### src/rtl/rt_gray_pkg.sv
// rtl/rt_gray_pkg.sv - shared constants and helper functions for the Gray/binary codec pipeline
package rt_gray_pkg;

    localparam logic RT_MODE_G2B = 1'b0;
    localparam logic RT_MODE_B2G = 1'b1;

    // Pipeline depth: enough doubling shift-XOR stages to cover the word, never fewer than one.
    function automatic int rt_calc_stages(input int bit_num);
        int s;
        s = 0;
        for (int i = 0; i < 31; i++) begin
            if ((1 << i) < bit_num) begin
                s = i + 1;
            end
        end
        return (s < 1) ? 1 : s;
    endfunction

    // Clearing the lowest set bit leaves something only when two or more bits were set.
    function automatic logic rt_popcnt_gt1(input logic [63:0] v);
        return |(v & (v - 64'd1));
    endfunction

endpackage

### src/rtl/rt_gray_codec_stage.sv
// rtl/rt_gray_codec_stage.sv - one shift-XOR pipeline stage covering all channels
module rt_gray_codec_stage
    import rt_gray_pkg::*;
#(
    parameter int PARAM_BIT_NUM = 4,
    parameter int PARAM_CH_NUM  = 1,
    parameter int STAGE_IDX     = 0
) (
    input  logic                                  rt_i_clk,
    input  logic                                  rt_i_rst,
    input  logic                                  i_adv,
    input  logic                                  i_valid,
    input  logic                                  i_mode,
    input  logic [PARAM_CH_NUM*PARAM_BIT_NUM-1:0] i_data,
    input  logic [PARAM_CH_NUM-1:0]               i_err,
    output logic                                  o_valid,
    output logic                                  o_mode,
    output logic [PARAM_CH_NUM*PARAM_BIT_NUM-1:0] o_data,
    output logic [PARAM_CH_NUM-1:0]               o_err
);

    localparam int SHIFT = 1 << STAGE_IDX;

    logic [PARAM_CH_NUM*PARAM_BIT_NUM-1:0] w_next;
    logic                                  r_valid;
    logic                                  r_mode;
    logic [PARAM_CH_NUM*PARAM_BIT_NUM-1:0] r_data;
    logic [PARAM_CH_NUM-1:0]               r_err;

    // Stage 0 is d ^ (d >> 1) for both modes; later stages only act on gray-to-binary words.
    genvar ch;
    generate
        for (ch = 0; ch < PARAM_CH_NUM; ch++) begin : g_ch
            logic [PARAM_BIT_NUM-1:0] w_ch;
            assign w_ch = i_data[ch*PARAM_BIT_NUM +: PARAM_BIT_NUM];
            assign w_next[ch*PARAM_BIT_NUM +: PARAM_BIT_NUM] =
                (STAGE_IDX == 0 || i_mode == RT_MODE_G2B) ? (w_ch ^ (w_ch >> SHIFT)) : w_ch;
        end
    endgenerate

    always_ff @(posedge rt_i_clk or posedge rt_i_rst) begin
        if (rt_i_rst) begin
            r_valid <= 1'b0;
            r_mode  <= 1'b0;
            r_data  <= '0;
            r_err   <= '0;
        end else if (i_adv) begin
            r_valid <= i_valid;
            if (i_valid) begin
                r_mode <= i_mode;
                r_data <= w_next;
                r_err  <= i_err;
            end
        end
    end

    assign o_valid = r_valid;
    assign o_mode  = r_mode;
    assign o_data  = r_data;
    assign o_err   = r_err;

endmodule

### src/rtl/rt_gray_codec_pipe.sv
// rtl/rt_gray_codec_pipe.sv - pipelined multi-channel Gray/binary converter; RT_GRAY_STEP_CHK_EN enables the Gray-step checker
module rt_gray_codec_pipe
    import rt_gray_pkg::*;
#(
    parameter int PARAM_BIT_NUM = 4,
    parameter int PARAM_CH_NUM  = 1
) (
    input  logic                                  rt_i_clk,
    input  logic                                  rt_i_rst,
    input  logic                                  rt_i_valid,
    output logic                                  rt_o_ready,
    input  logic                                  rt_i_mode,
    input  logic [PARAM_CH_NUM*PARAM_BIT_NUM-1:0] rt_i_data,
    output logic                                  rt_o_valid,
    input  logic                                  rt_i_ready,
    output logic [PARAM_CH_NUM*PARAM_BIT_NUM-1:0] rt_o_data,
    output logic                                  rt_o_mode,
    output logic [PARAM_CH_NUM-1:0]               rt_o_err
);

    localparam int S = rt_calc_stages(PARAM_BIT_NUM);
    localparam int N = PARAM_CH_NUM * PARAM_BIT_NUM;

    logic                    w_adv;
    logic [PARAM_CH_NUM-1:0] w_err_in;
    logic                    w_valid [0:S];
    logic                    w_mode  [0:S];
    logic [N-1:0]            w_data  [0:S];
    logic [PARAM_CH_NUM-1:0] w_err   [0:S];

    // One global advance: the whole pipe moves or the whole pipe holds.
    assign w_adv      = !rt_o_valid | rt_i_ready;
    assign rt_o_ready = w_adv;

`ifdef RT_GRAY_STEP_CHK_EN
    logic [N-1:0]            r_last;
    logic                    r_seen;
    logic                    w_g2b_accept;

    assign w_g2b_accept = rt_i_valid & w_adv & (rt_i_mode == RT_MODE_G2B);

    genvar ch;
    generate
        for (ch = 0; ch < PARAM_CH_NUM; ch++) begin : g_chk
            assign w_err_in[ch] = r_seen & (rt_i_mode == RT_MODE_G2B) &
                rt_popcnt_gt1(64'(rt_i_data[ch*PARAM_BIT_NUM +: PARAM_BIT_NUM] ^
                                  r_last[ch*PARAM_BIT_NUM +: PARAM_BIT_NUM]));
        end
    endgenerate

    always_ff @(posedge rt_i_clk or posedge rt_i_rst) begin
        if (rt_i_rst) begin
            r_last <= '0;
            r_seen <= 1'b0;
        end else if (w_g2b_accept) begin
            r_last <= rt_i_data;
            r_seen <= 1'b1;
        end
    end
`else
    assign w_err_in = '0;
`endif

    assign w_valid[0] = rt_i_valid;
    assign w_mode[0]  = rt_i_mode;
    assign w_data[0]  = rt_i_data;
    assign w_err[0]   = w_err_in;

    genvar k;
    generate
        for (k = 0; k < S; k++) begin : g_stage
            rt_gray_codec_stage #(
                .PARAM_BIT_NUM (PARAM_BIT_NUM),
                .PARAM_CH_NUM  (PARAM_CH_NUM),
                .STAGE_IDX     (k)
            ) u_stage (
                .rt_i_clk (rt_i_clk),
                .rt_i_rst (rt_i_rst),
                .i_adv    (w_adv),
                .i_valid  (w_valid[k]),
                .i_mode   (w_mode[k]),
                .i_data   (w_data[k]),
                .i_err    (w_err[k]),
                .o_valid  (w_valid[k+1]),
                .o_mode   (w_mode[k+1]),
                .o_data   (w_data[k+1]),
                .o_err    (w_err[k+1])
            );
        end
    endgenerate

    assign rt_o_valid = w_valid[S];
    assign rt_o_mode  = w_mode[S];
    assign rt_o_data  = w_data[S];
    assign rt_o_err   = w_err[S];

endmodule
### config.mk
export PLATFORM = sky130hd
export DESIGN_NAME = rt_gray_codec_pipe
export DESIGN_NICKNAME = d
export VERILOG_FILES = /design/src/rtl/rt_gray_pkg.sv /design/src/rtl/rt_gray_codec_stage.sv /design/src/rtl/rt_gray_codec_pipe.sv
export SDC_FILE = /design/constraint.sdc
export NUM_CORES = 1
export LEC_CHECK = 0
export ABC_AREA = 0
export BUFFER_PORTS_ARGS = -buffer_cell sky130_fd_sc_hd__buf_2
export CELL_PAD_IN_SITES_DETAIL_PLACEMENT = 1
export CELL_PAD_IN_SITES_GLOBAL_PLACEMENT = 2
export CORE_UTILIZATION = 29
export DETAILED_ROUTE_END_ITERATION = 12
export HOLD_SLACK_MARGIN = 0.06
export PLACE_DENSITY_LB_ADDON = 0.1
export RECOVER_POWER = 50
export SLEW_MARGIN = 20
export SYNTH_ARGS = -nofsm -noshare
export SYNTH_HDL_FRONTEND = slang
export SYNTH_SLANG_ARGS = --single-unit
### constraint.sdc
create_clock -name rt_i_clk -period 1.1 [get_ports rt_i_clk]
set_input_delay 0.22 -clock rt_i_clk [delete_from_list [all_inputs] [get_ports rt_i_clk]]
set_output_delay 0.22 -clock rt_i_clk [all_outputs]
set_load 0.03 [all_outputs]
==> results.cfg <==
[run_status]
outcome = finished with violations
violations = setup timing

[placed_design]
dpl_cell_area_um2 = 683
gp_congestion = 0.639
place_inst = 78
io_buffers = 15

[critical_path]
reg2reg_slack_ps = -30
crit_slowest_cell = dfrtp_2
cp_data_required_time_ps = 880
worstPathCellList = nand2b_4 -> buf_6
cp-end-kind = output port
cp_max_fo = 2
critical_path_class = flip-flop to output port
reg2reg_depth = 4
cpPeakStageDelay_ps = 430
startpoint_type = flip-flop
reg2reg_from = g_stage[1].u_stage.o_valid$_DFFE_PP0P_
arrival_ps = 920
worstReg2RegEnd = g_stage[1].u_stage.o_data[0]$_DFFE_PP0P_

[timing]
slew_violations = 0
min_period_ps = 1140
finalSetupViolations = 11
post-route-period-util_pct = 103
fin_skew_ps = 5.16
hold_ws_ps = 182
timing.fmax_ghz = 0.880
hold_violations = 0
rsz0062_at_grt = yes
setup_ws_ps = -36.0

[clock_tree]
clock_latency_ps = 270
h-tree-depth = 1
clk_pin_slew_worst_paths_ps = 80
cts.sinks = 12
cts_buffers = 3
cts_buffer_depth = 2
cts-root-buf = clkbuf_4
cts_tree = built

[drt]
wl_per_cell_um = 12.1
via_per_inst = 4.08
ant_nets = 0
first_iter_violations = 3
vias = 347
drc = 0
drt-total-wl_um = 1030
drtPass1Iterations = 2

[floorplan]
die_y_um = 46.6
die_area_mm2 = 0.00217
row_count = 15
ios = 17
start_util_pct = 31.9
coreArea_mm2 = 0.00180
die_x_um = 46.6

[synth]
synthXorXnorAreaFrac_pct = 7.61
synthMuxAreaShare_pct = 26.1
syn-num-nets = 47
ys_seq_area_share_pct = 52.2
synth_common_cells = dfrtp_1, mux2_4, xor2_1
syn_avg_cell_area_um2 = 15.1
synth_compound_area_share_pct = 0.870
synth_top_family_by_area = multiplexers
yosysWarnings = 0
synth_area_leaders = dfrtp_1, mux2_4, xor2_1
synthCells = 38
synth-simple-area-share_pct = 10.0
synth-seq-cells = 12
synthAdderAreaFrac_pct = 0
synth_cell_types = 12
synth_ff_type = dfrtp_1
synth_most_common_cell = dfrtp_1
synth-edff-count = 0
synth_top_area_share_pct = 52.2
synth_area_um2 = 576
synthArstFlopShare_pct = 100
synth_top_cell_by_area = dfrtp_1

[global_route]
grt_pass1_vias = 398
grt_max_degree = 13
grt_use_met2_pct = 20.3
top_usage_layer = met2
grt.total_usage_pct = 12.5
use_met1_pct = 14.6
grt_pass1_wl_um = 1780
grt_overflow_total = 0
grt_antenna_before_repair = 0
met3_usage_pct = 3.53

[pwr]
power_per_cell_area_mw_per_mm2 = 2100
peakVddDrop_uv = 821
total_leakage_power_nw = 0.385
p_total_w = 0.00162

[hold_path]
hold_path.startpoint = rt_i_mode
hold_end = g_stage[0].u_stage.o_mode$_DFFE_PP0P_
hp-class = input pin to flip-flop
hold-path-cell-count = 2

[finish]
fin_area_um2 = 771
n_antenna_cell = 0
multiInputGateArea_um2 = 278
final_net_count = 70
fill_cells = 205
fin_cells = 85
drive_above_1_share_pct = 61.7
syn_to_final_growth_pct = 33.9
seq_area_um2 = 302

[flow_run]
cap_violations = 0
-- stage by stage --
stage	setup slack (ps)	setup TNS (ps)	util, %
6_report	-36.0	-238	42.8
5_1_grt	-74.1	-718	42.8
4_1_cts	-50.5	-329	42.8
3_5_place_dp	28.9	0	37.9
3_3_place_gp	58.5	0	37.9
2_1_floorplan	-78.2	-778	-
-- worst max-delay path: cells and delay by family, from the launching register on --
kind / cells / cell delay (ps)
flops: 1 / 430
simple gates: 1 / 90
buf+inv: 1 / 130
-- layout make-up --
type | count | share of cell area [%]
clock buffers | 4 | 3.41
inverters | 2 | 0.974
repair buffers | 19 | 16.4
multi-input cells | 23 | 36.0
flip-flops and latches | 12 | 39.1
well taps | 25 | 4.06
-- what timing repair did --
item	in CTS	in global routing
pin swaps	1	0
gates cloned	0	0
buffers inserted	2	0
gates resized for setup	4	0
hold endpoints to repair	12	0
endpoints found under the setup margin	2	12
hold buffers	1	0
-- state kept, by name, summed over array words and instances, names as in the netlist --
register                 cells
g_stage.u_stage.o_valid      2
g_stage.u_stage.o_mode       2
g_stage.u_stage.o_data       8
-- worst max path at each step --
stage          slack, ps                                  endpoint                                   start  cells past startpoint
6_report             -40                                rt_o_ready  g_stage[1].u_stage.o_valid$_DFFE_PP0P_                      2
5_1_grt              -70  g_stage[1].u_stage.o_data[2]$_DFFE_PP0P_  g_stage[1].u_stage.o_valid$_DFFE_PP0P_                      4
4_1_cts              -50                                rt_o_ready  g_stage[1].u_stage.o_valid$_DFFE_PP0P_                      2
3_5_place_dp          30  g_stage[1].u_stage.o_data[0]$_DFFE_PP0P_   g_stage[0].u_stage.o_mode$_DFFE_PP0P_                      3
3_3_place_gp          60     g_stage[0].u_stage.o_mode$_DFFE_PP0P_                              rt_i_ready                      4
2_1_floorplan        -80  g_stage[0].u_stage.o_data[0]$_DFFE_PP0P_  g_stage[1].u_stage.o_valid$_DFFE_PP0P_                      3
-- cell usage in the layout (no fill, tap or decap), drive strengths merged --
cell type	instances
buf	18
clkbuf	4
conb	1
dfrtp	12
dlygate4sd3	1
inv	2
mux2	10
nand2	3
nand2b	3
o21ai	1
xnor2	2
xor2	3
-- power by group --
group | switching [W] | leakage (nW) | internal, W
Combinational | 0.000342 | 0.231 | 0.000330
Sequential | 0.0000895 | 0.139 | 0.000572
Clock | 0.000142 | 0.0150 | 0.000140
-- per-layer routing --
metal  up-vias  share of wire (%)
li1        168                  -
met1       163                 43
met2        14                 51
met3         2                5.5
met4         0               0.97
met5         -                  0
-- kinds of logic after synthesis --
kind of cell / Yosys count
flip-flops: 12
other: 1
buffers and inverters: 3
XOR/XNOR: 5
multiplexers: 10
AND/OR/NAND/NOR: 6
AO/OA/AOI/OAI: 1
(Power assumes the default switching activity.)
